File: src/rtl/capture_ctrl_if.sv
// Acquisition-side bundle for capture_ctrl: ADC stream, trigger setup, RAM write port and frame handoff.
// master = the capture controller, slave = the environment (ADC, RAM, display reader).
interface capture_ctrl_if #(
    parameter int DATA_W = 12,
    parameter int ADDR_W = 8
);
    logic              sample_valid;
    logic [DATA_W-1:0] data_input;
    logic [1:0]        mode;
    logic              edge_sel;
    logic [DATA_W-1:0] trig_level;
    logic [ADDR_W-1:0] pretrig;
    logic              arm;
    logic              frame_ack;

    logic              wr_en;
    logic [ADDR_W-1:0] wr_addr;
    logic [DATA_W-1:0] wr_data;
    logic              frame_ready;
    logic [ADDR_W-1:0] start_addr;
    logic [ADDR_W-1:0] trig_addr;
    logic              trig_forced;
    logic              busy;

    modport master (
        input  sample_valid, data_input, mode, edge_sel, trig_level, pretrig, arm, frame_ack,
        output wr_en, wr_addr, wr_data, frame_ready, start_addr, trig_addr, trig_forced, busy
    );

    modport slave (
        output sample_valid, data_input, mode, edge_sel, trig_level, pretrig, arm, frame_ack,
        input  wr_en, wr_addr, wr_data, frame_ready, start_addr, trig_addr, trig_forced, busy
    );
endinterface

File: src/rtl/capture_ctrl.sv
// Trigger/capture sequencer: writes a pre/post-trigger window into a circular sample RAM, 1-cycle write latency.
// No backpressure: every sample_valid strobe is written or dropped by state; TRIG_HOLDOFF_EN adds a post-ack holdoff.
module capture_ctrl #(
    parameter int DATA_W       = 12,
    parameter int ADDR_W       = 8,
    parameter int HYST         = 8,
    parameter int AUTO_TIMEOUT = 4096,
    parameter int HOLDOFF      = 64
) (
    input  logic            clk,
    input  logic            rst_n,
    capture_ctrl_if.master  bus
);

    localparam int CNT_W = $clog2(AUTO_TIMEOUT + HOLDOFF + (1 << ADDR_W)) + 1;

    localparam logic [1:0] MODE_STOP   = 2'b00;
    localparam logic [1:0] MODE_NORM   = 2'b01;
    localparam logic [1:0] MODE_AUTO   = 2'b10;
    localparam logic [1:0] MODE_SINGLE = 2'b11;

    localparam logic [DATA_W:0] HYST_X = (DATA_W+1)'(HYST);
    localparam logic [DATA_W:0] FULL_X = {1'b0, {DATA_W{1'b1}}};

    typedef enum logic [2:0] {
        S_IDLE,
        S_PRETRIG,
        S_ARMED,
        S_POST,
        S_DONE
`ifdef TRIG_HOLDOFF_EN
        , S_HOLDOFF
`endif
    } state_t;

    state_t            r_state, w_state_nxt;
    logic [CNT_W-1:0]  r_cnt, w_cnt_nxt, w_cnt_inc;
    logic              r_below, w_below_nxt;
    logic              w_trig, w_forced, w_capturing;

    logic [ADDR_W-1:0] r_ptr, r_wr_addr, r_start_addr, r_trig_addr, w_post_len;
    logic [DATA_W-1:0] r_wr_data;
    logic              r_wr_en, r_trig_forced;

    logic [DATA_W:0]   w_smp, w_lvl, w_lo, w_hi;
    logic              w_arm_cond, w_hit, w_edge;

    // Thresholds are computed one bit wider so level +/- HYST saturates instead of wrapping.
    assign w_smp      = {1'b0, bus.data_input};
    assign w_lvl      = {1'b0, bus.trig_level};
    assign w_lo       = (w_lvl >= HYST_X) ? (w_lvl - HYST_X) : '0;
    assign w_hi       = ((w_lvl + HYST_X) >= FULL_X) ? FULL_X : (w_lvl + HYST_X);
    assign w_arm_cond = bus.edge_sel ? (w_smp >= w_hi) : (w_smp <= w_lo);
    assign w_hit      = bus.edge_sel ? (w_smp <= w_lvl) : (w_smp >= w_lvl);
    assign w_edge     = r_below && w_hit;

    assign w_cnt_inc   = r_cnt + CNT_W'(1);
    assign w_post_len  = {ADDR_W{1'b1}} - bus.pretrig;
    assign w_capturing = (r_state == S_PRETRIG) || (r_state == S_ARMED) || (r_state == S_POST);

    always_comb begin
        w_state_nxt = r_state;
        w_cnt_nxt   = r_cnt;
        w_below_nxt = r_below;
        w_trig      = 1'b0;
        w_forced    = 1'b0;

        case (r_state)
            S_IDLE: begin
                if (bus.mode == MODE_NORM || bus.mode == MODE_AUTO ||
                    (bus.mode == MODE_SINGLE && bus.arm))
                    w_state_nxt = S_PRETRIG;
            end
            S_PRETRIG: begin
                if (bus.sample_valid)
                    w_cnt_nxt = w_cnt_inc;
                if (bus.pretrig == '0 ||
                    (bus.sample_valid && w_cnt_inc >= CNT_W'(bus.pretrig)))
                    w_state_nxt = S_ARMED;
            end
            S_ARMED: begin
                if (bus.sample_valid) begin
                    if (bus.mode == MODE_AUTO)
                        w_cnt_nxt = w_cnt_inc;
                    // A real edge wins over a timeout landing on the same sample.
                    if (w_edge) begin
                        w_trig = 1'b1;
                    end else if (bus.mode == MODE_AUTO && w_cnt_inc >= CNT_W'(AUTO_TIMEOUT)) begin
                        w_trig   = 1'b1;
                        w_forced = 1'b1;
                    end
                    if (w_edge)
                        w_below_nxt = 1'b0;
                    else if (w_arm_cond)
                        w_below_nxt = 1'b1;
                    // pretrig = max leaves no post samples; skipping POST keeps the oldest sample intact.
                    if (w_trig)
                        w_state_nxt = (w_post_len == '0) ? S_DONE : S_POST;
                end
            end
            S_POST: begin
                if (bus.sample_valid) begin
                    w_cnt_nxt = w_cnt_inc;
                    if (w_cnt_inc >= CNT_W'(w_post_len))
                        w_state_nxt = S_DONE;
                end
            end
            S_DONE: begin
                if (bus.frame_ack) begin
                    if (bus.mode == MODE_NORM || bus.mode == MODE_AUTO)
`ifdef TRIG_HOLDOFF_EN
                        w_state_nxt = S_HOLDOFF;
`else
                        w_state_nxt = S_PRETRIG;
`endif
                    else
                        w_state_nxt = S_IDLE;
                end
            end
`ifdef TRIG_HOLDOFF_EN
            S_HOLDOFF: begin
                if (bus.sample_valid) begin
                    w_cnt_nxt = w_cnt_inc;
                    if (w_cnt_inc >= CNT_W'(HOLDOFF))
                        w_state_nxt = S_PRETRIG;
                end
            end
`endif
            default: w_state_nxt = S_IDLE;
        endcase

        if (bus.mode == MODE_STOP && r_state != S_DONE)
            w_state_nxt = S_IDLE;
        if (w_state_nxt != r_state)
            w_cnt_nxt = '0;
        if (w_state_nxt == S_PRETRIG && r_state != S_PRETRIG)
            w_below_nxt = 1'b0;
    end

    always_ff @(posedge clk or negedge rst_n) begin
        if (!rst_n) begin
            r_state       <= S_IDLE;
            r_cnt         <= '0;
            r_below       <= 1'b0;
            r_ptr         <= '0;
            r_wr_en       <= 1'b0;
            r_wr_addr     <= '0;
            r_wr_data     <= '0;
            r_start_addr  <= '0;
            r_trig_addr   <= '0;
            r_trig_forced <= 1'b0;
        end else begin
            r_state <= w_state_nxt;
            r_cnt   <= w_cnt_nxt;
            r_below <= w_below_nxt;
            r_wr_en <= bus.sample_valid && w_capturing;
            if (bus.sample_valid && w_capturing) begin
                r_wr_addr <= r_ptr;
                r_wr_data <= bus.data_input;
                r_ptr     <= r_ptr + ADDR_W'(1);
            end
            if (w_trig && w_state_nxt != S_IDLE) begin
                r_trig_addr   <= r_ptr;
                r_start_addr  <= r_ptr - bus.pretrig;
                r_trig_forced <= w_forced;
            end
        end
    end

    assign bus.wr_en       = r_wr_en;
    assign bus.wr_addr     = r_wr_addr;
    assign bus.wr_data     = r_wr_data;
    assign bus.frame_ready = (r_state == S_DONE);
    assign bus.start_addr  = r_start_addr;
    assign bus.trig_addr   = r_trig_addr;
    assign bus.trig_forced = r_trig_forced;
    assign bus.busy        = (r_state != S_IDLE);

endmodule
File: src/flat_wrapper.sv
// flat-port wrapper written by rule: the top's interface ports become plain ports
module capture_ctrl_flat 
#(
    parameter int DATA_W       = 12,
    parameter int ADDR_W       = 8,
    parameter int HYST         = 8,
    parameter int AUTO_TIMEOUT = 4096,
    parameter int HOLDOFF      = 64
)
  (clk, rst_n, bus_sample_valid, bus_data_input, bus_mode, bus_edge_sel, bus_trig_level, bus_pretrig, bus_arm, bus_frame_ack, bus_wr_en, bus_wr_addr, bus_wr_data, bus_frame_ready, bus_start_addr, bus_trig_addr, bus_trig_forced, bus_busy);
  capture_ctrl_if #(.DATA_W(DATA_W), .ADDR_W(ADDR_W)) bus_i ();
  input  logic clk;
  input  logic rst_n;
  input wire logic [$bits(bus_i.sample_valid)-1:0] bus_sample_valid;
  input wire logic [$bits(bus_i.data_input)-1:0] bus_data_input;
  input wire logic [$bits(bus_i.mode)-1:0] bus_mode;
  input wire logic [$bits(bus_i.edge_sel)-1:0] bus_edge_sel;
  input wire logic [$bits(bus_i.trig_level)-1:0] bus_trig_level;
  input wire logic [$bits(bus_i.pretrig)-1:0] bus_pretrig;
  input wire logic [$bits(bus_i.arm)-1:0] bus_arm;
  input wire logic [$bits(bus_i.frame_ack)-1:0] bus_frame_ack;
  output wire logic [$bits(bus_i.wr_en)-1:0] bus_wr_en;
  output wire logic [$bits(bus_i.wr_addr)-1:0] bus_wr_addr;
  output wire logic [$bits(bus_i.wr_data)-1:0] bus_wr_data;
  output wire logic [$bits(bus_i.frame_ready)-1:0] bus_frame_ready;
  output wire logic [$bits(bus_i.start_addr)-1:0] bus_start_addr;
  output wire logic [$bits(bus_i.trig_addr)-1:0] bus_trig_addr;
  output wire logic [$bits(bus_i.trig_forced)-1:0] bus_trig_forced;
  output wire logic [$bits(bus_i.busy)-1:0] bus_busy;
  assign bus_i.sample_valid = bus_sample_valid;
  assign bus_i.data_input = bus_data_input;
  assign bus_i.mode = bus_mode;
  assign bus_i.edge_sel = bus_edge_sel;
  assign bus_i.trig_level = bus_trig_level;
  assign bus_i.pretrig = bus_pretrig;
  assign bus_i.arm = bus_arm;
  assign bus_i.frame_ack = bus_frame_ack;
  assign bus_wr_en = bus_i.wr_en;
  assign bus_wr_addr = bus_i.wr_addr;
  assign bus_wr_data = bus_i.wr_data;
  assign bus_frame_ready = bus_i.frame_ready;
  assign bus_start_addr = bus_i.start_addr;
  assign bus_trig_addr = bus_i.trig_addr;
  assign bus_trig_forced = bus_i.trig_forced;
  assign bus_busy = bus_i.busy;
  capture_ctrl #(.DATA_W(DATA_W), .ADDR_W(ADDR_W), .HYST(HYST), .AUTO_TIMEOUT(AUTO_TIMEOUT), .HOLDOFF(HOLDOFF)) u_core (.clk(clk), .rst_n(rst_n), .bus(bus_i));
endmodule
File: config.mk
export PLATFORM = sky130hd
export DESIGN_NAME = capture_ctrl_flat
export DESIGN_NICKNAME = d
export VERILOG_FILES = /design/src/rtl/capture_ctrl_if.sv /design/src/rtl/capture_ctrl.sv /design/src/flat_wrapper.sv
export SDC_FILE = /design/constraint.sdc
export NUM_CORES = 1
export LEC_CHECK = 0
export BUFFER_PORTS_ARGS = -buffer_cell sky130_fd_sc_hd__buf_2
export CAP_MARGIN = 15
export CORE_MARGIN = 1
export CORE_UTILIZATION = 55
export CTS_CLUSTER_SIZE = 30
export DETAILED_ROUTE_END_ITERATION = 8
export PLACE_DENSITY = 0.78
export SYNTH_ARGS = -nofsm -noshare
export SYNTH_HDL_FRONTEND = slang
export SYNTH_SLANG_ARGS = --single-unit
File: constraint.sdc
create_clock -name clk -period 4.5 [get_ports clk]
set_input_delay 0.45 -clock clk [delete_from_list [all_inputs] [get_ports clk]]
set_output_delay 0.45 -clock clk [all_outputs]
set_load 0.02 [all_outputs]
# Yosys cells after proc, flatten, opt, wreduce, memory -nomap -nowiden
# Cells that the tools add are included.
# word_totals
wordCells	99
reg_bits	64
output_inout_bits	40
in_bits	40
# op_classes
n_lt_le_gt_ge	9
reduce_logical	26
mux	34
n_eq_ne	14
add_sub_neg	6
# op_table
cell	n
2-to-1 mux 14 bit	4
greater-or-equal comparator 14 x 8 -> 1 bit	2
case mux 14 bit (2 select lines)	1
2-to-1 mux 3 bit	9
2-to-1 mux 13 bit	2
2-to-1 mux 1 bit	17
zero test 8 bit	2
case mux 3 bit (5 select lines)	1
adder 14 x 1 -> 14 bit (second input constant)	1
greater-or-equal comparator 14 x 13 -> 1 bit (second input constant)	1
adder 12 x 4 -> 13 bit (second input constant)	1
greater-or-equal comparator 12 x 13 -> 1 bit	1
greater-or-equal comparator 13 x 12 -> 1 bit (second input constant)	1
less-or-equal comparator 12 x 13 -> 1 bit	1
subtractor 12 x 4 -> 13 bit (second input constant)	1
greater-or-equal comparator 12 bit	1
greater-or-equal comparator 12 x 4 -> 1 bit (second input constant)	1
less-or-equal comparator 12 bit	1
nonzero test 3 bit	4
inequality test 3 bit (second input constant)	3
adder 8 x 1 -> 8 bit (second input constant)	1
logical AND 1 bit	8
subtractor 8 bit	1
subtractor 8 bit (first input constant)	1
other kinds (14)	23

# Depth between registers and ports, before layout
# logic_depth
depth_word	15
depth_mapped	18
depth_no_buf	18

# Worst setup path after synthesis
# No wires, ideal clock.
# synth_timing
kind	input -> register
from	in bus_trig_level[3]
to	reg u_core.r_below
required_time_ns	4.369
setup_time_ns	0.131
path_slack_ns	1.017
n_path_buf	0
path_stages	17
arrival_time_ns	3.352
cell_sequence	inv_1 -> ha_1 -> a21oi_1 -> or4_1 -> nor4_1 -> a21oi_1 -> nor2_1 -> or2_2 -> ha_1 -> nand2b_1 -> a21o_1 -> a21o_1 -> a21o_1 -> a21oi_1 -> o21ai_0 -> o2111ai_1 -> a211oi_1
# synth_between
elab_chain_cells	14
elab_cells_between_ends	30
cone_classes	add/sub (2); order compare (6); eq/ne (1); mux (15); reduce/logical (6)
# synth_rtl
item	line_no	rtl
start, declared	flat_wrapper.sv:18	input wire logic [$bits(bus_i.trig_level)-1:0] bus_trig_level;
branches (longest 14 deep; another with adder 12 x 4 -> 13 bit)	n/a	
end signal, assigned	capture_ctrl.sv:155	r_below <= w_below_nxt;
end, declared	capture_ctrl.sv:38	logic r_below, w_below_nxt;
# Parallel ways; which one is timed is not known. The select of a mux whose other input is x is not followed.
# A chain may end at the register's enable or synchronous reset.

# Worst setup path after layout
# layout_timing
from	reg u_core.r_cnt[0]
to	reg u_core.r_cnt[13]
# layout_between
elab_chain_cells	14
elab_cells_between_ends	29
cone_classes	add/sub (1); order compare (3); eq/ne (4); mux (16); reduce/logical (5)
# layout_rtl
item	line_no	rtl
start, declared	capture_ctrl.sv:37	logic [CNT_W-1:0] r_cnt, w_cnt_nxt, w_cnt_inc;
start signal, assigned	capture_ctrl.sv:154	r_cnt <= w_cnt_nxt;
adder 14 x 1 -> 14 bit (*)	capture_ctrl.sv:57	assign w_cnt_inc = r_cnt + CNT_W'(1);
greater-or-equal comparator 14 x 13 -> 1 bit	capture_ctrl.sv:88	end else if (bus.mode == MODE_AUTO && w_cnt_inc >= CNT_W'(AUTO_TIMEOUT)) begin
logical AND 1 bit	capture_ctrl.sv:88	
2-to-1 mux 1 bit	capture_ctrl.sv:88	
2-to-1 mux 1 bit	capture_ctrl.sv:86	if (w_edge) begin
2-to-1 mux 1 bit	capture_ctrl.sv:82	if (bus.sample_valid) begin
2-to-1 mux 1 bit	capture_ctrl.sv:68	case (r_state)
2-to-1 mux 3 bit	capture_ctrl.sv:97	if (w_trig)
2-to-1 mux 3 bit	capture_ctrl.sv:82	
case mux 3 bit (5 select lines)	capture_ctrl.sv:68	
2-to-1 mux 3 bit	capture_ctrl.sv:132	if (bus.mode == MODE_STOP && r_state != S_DONE)
inequality test 3 bit	capture_ctrl.sv:134	if (w_state_nxt != r_state)
inequality test 3 bit (no source line) (tied with other cells)	n/a	
AND reduction 4 bit (no source line)	n/a	
# Mark *: on every way between the ends. The rest lies on a longest branch, timed or not. The select of a mux whose other input is x is not followed.

==> reports/results.ini <==
[cells_and_area]
drive_gt1_share_pct=24.2
diodes=0
fin_nets=734
fillerInstances=720
synthToLayoutAreaGrowth_pct=13.2

[placed_design]
numPortBuffers=79
dp_hpwl_um=9660
gp_congestion=0.948

[power]
switchingPower_mw=0.806
power_density_nw_per_um2=358
seqPwrFrac_pct=37.5
pwr-share-comb_pct=38.1
p_leak_nw=2.90
ir_drop_mv=0.202
p_sw_share_pct=38.5
internal_power_mw=1.29
pwr-share-clk_pct=24.4

[setup_path]
regToRegSetupSlack_ns=0.73
critPathCaptureType=register
crit_type=register to register
r2r-end=u_core.r_cnt[13]
cp_max_fo=14
crit_required_ns=4.72
arrival_ns=4.00
cp-start-kind=register
ff2ff_path_depth=14
crit_slowest_cell=or4_1
critPathMaxStageDelay_ns=0.53
startpoint=u_core.r_cnt[0]
crit_path_cell_trace=ha_1 -> nand3_4 -> nor2_1 -> xor2_1 -> ha_1 -> o21ai_1 -> or3_1 -> a21oi_1 -> or4_1 -> o31a_1 -> o31a_1 -> a211oi_4 -> buf_4 -> nor3_1
r2r-start=u_core.r_cnt[0]

[synth]
synth_nets=654
yosysSeqAreaShare_pct=31.0
async_flop_share_pct=100
yosysWarnings=0
synth_area_per_cell_um2=9.46
synthCells=546
synth_seq_cells=64
netlist_area_um2=5160
synth_edf_count=0
synthTopCellsByArea=dfrtp_1, ha_1, mux2_2
netlist.area_leader.share_pct=31.0
ys.flop_type=dfrtp_1
synth.largest_area_cell=dfrtp_1
yosysUniqueCellTypes=62

[grt]
grt_max_degree=65
grt_pass1_wl_um=21100
track_usage_pct=27.4
gr-total-overflow=0
antenna_found_initial=0
grt_pass1_vias=4492

[timing]
max_freq_mhz=265
rsz0062_at_grt=no
timing.final.crit_share_pct=83.8
setup_viol=0
fin_setup_tns_ns=0
whs_ns=0.275
slew_headroom_pct=39.3
min_period_ns=3.77
slew_viol_final=0
skew_ns=0.00586
finalHoldViolCount=0
tightest_slew_ns=0.904

[drt]
drt-vias-per-instance=5.96
drt_iter0_markers=159
routed-wl-met3_um=541
wl_met1_um=5340
wirelength_um=12400
first_pass_iters=4
via_count=4402
postRouteAntennaNets=0
drc=0
met2_length_um=6120
wire_per_inst_um=16.8
highest_layer=met4

[floorplanning]
die_h_um=98.9
initial_core_util_pct=58.1
die_w_um=98.9
core_area_um2=8890
ios=80
dieArea_um2=9780
rows=34

[clock_tree]
clockRootBuffer=clkbuf_8
ctsHoldBuffers=0
clock-sinks=64
post_cts_resized=0
insertion_delay_ns=0.35
cts_tree=yes
htree_levels=3
path_clk_slew_ns=0.08
clock_path_buffers=2
post_cts_buffers=0
cts_buffers=9

[run]
cap_viol_max_count=0

[worst_hold_path]
hp-class=primary input to async pin

[outcome]
status=complete, no violations

## area by class of cell
class / count / area (um2) / area share [%]
multi-input combinational: 428 / 3320 / 56.8
sequential: 64 / 1600 / 27.4
timing repair buffer: 85 / 440 / 7.54
inverter: 38 / 143 / 2.44
clock buffer: 10 / 138 / 2.36
tap: 108 / 135 / 2.31
clock inverter: 6 / 67.6 / 1.16
## cell usage after synthesis (3+ instances only)
cell,count
dfrtp_1,64
inv_1,38
o21ai_0,16
nor3_2,10
o21a_1,3
and2_1,3
and4_1,6
ha_1,67
o31a_1,3
or4_1,6
mux2_2,32
nand2b_1,7
nand3_1,19
nand4_1,8
xnor2_1,30
or3_1,3
clkbuf_1,8
xor2_1,16
nor3_1,21
a21oi_1,29
mux2i_1,5
nor2b_1,9
nor4_1,5
mux2_1,3
nand2_1,41
a31oi_1,5
a21o_1,8
nor2_1,36
buf_6,3
a211oi_1,3
## worst max-delay path: cells and delay by family (launching register included)
kind	cells	cell delay (ns)
fa+ha+maj	2	0.57
flops	1	0.44
buf+inv	1	0.27
simple gates	5	1.14
xor+xnor	1	0.23
compound gates	5	0.99
## power groups by stage
stage	combinational (mW)	clock [mW]	sequential [mW]
floorplan	0.497	0	0.839
global route	0.886	0.548	0.800
CTS	0.796	0.526	0.783
detailed placement	0.790	0	0.793
finish	0.798	0.510	0.784
global placement	0.760	0	0.785
## cell usage in the layout (no fill, tap or decap), types with 6 or more instances in the layout
master	synthesis	layout
mux2_2	32	32
and4_1	6	6
nand2b_1	7	7
o21ai_0	16	16
nand4_1	8	8
buf_4	2	6
dfrtp_1	64	64
nor2b_1	9	9
nor3_1	21	21
a21o_1	8	8
clkbuf_8	0	10
or4_1	6	6
nor3_2	10	10
nand3_1	19	19
xnor2_1	30	30
nor2_1	36	35
ha_1	67	67
nand2_1	41	41
buf_2	2	79
xor2_1	16	16
inv_1	38	38
a21oi_1	29	29
## kinds of logic (layout without fill, tap and decap cells)
family / after synthesis / in the layout / share of synthesized area [%]
adder cells (fa/ha/maj): 68 / 68 / 16.6
flip-flops: 64 / 64 / 31.0
multiplexers: 40 / 40 / 8.60
AO/OA/AOI/OAI: 87 / 87 / 11.2
buffers and inverters: 54 / 139 / 4.77
AND/OR/NAND/NOR: 187 / 187 / 20.0
XOR/XNOR: 46 / 46 / 7.80
## per-stage QoR
step / worst slack, ns / std cells / utilization [%] / cell area (um2) / total power [mW]
4_1_cts: 0.754 / 739 / 65.7 / 5840 / 2.10
2_1_floorplan: 1.02 / 546 / - / 5160 / 1.34
3_3_place_gp: 0.841 / 723 / 63.4 / 5640 / 1.54
5_1_grt: 0.525 / 739 / 65.7 / 5840 / 2.23
6_report: 0.729 / 739 / 65.7 / 5840 / 2.09
3_5_place_dp: 0.749 / 723 / 63.4 / 5640 / 1.58
## how the worst max path moves through the flow
stage	slack (ns)	end
detailed placement	0.75	u_core.r_below
CTS	0.75	u_core.r_cnt[1]
global placement	0.84	u_core.r_below
global route	0.52	u_core.r_cnt[13]
finish	0.73	u_core.r_cnt[13]
floorplan	1.02	u_core.r_below
## metal layers
layer	track usage [%]	up-vias
met5	0	-
met4	12.5	0
met2	47.7	137
li1	-	2111
met3	5.39	44
met1	32.8	2110
## flip-flops by register name, summed over array words and instances (netlist names), 3 cells and up
name and count:
u_core.r_cnt 14, u_core.bus.wr_data 12, u_core.bus.start_addr 8, u_core.bus.trig_addr 8, u_core.bus.wr_addr 8, u_core.r_ptr 8
u_core.r_state 3
(Power assumes the default switching activity.)
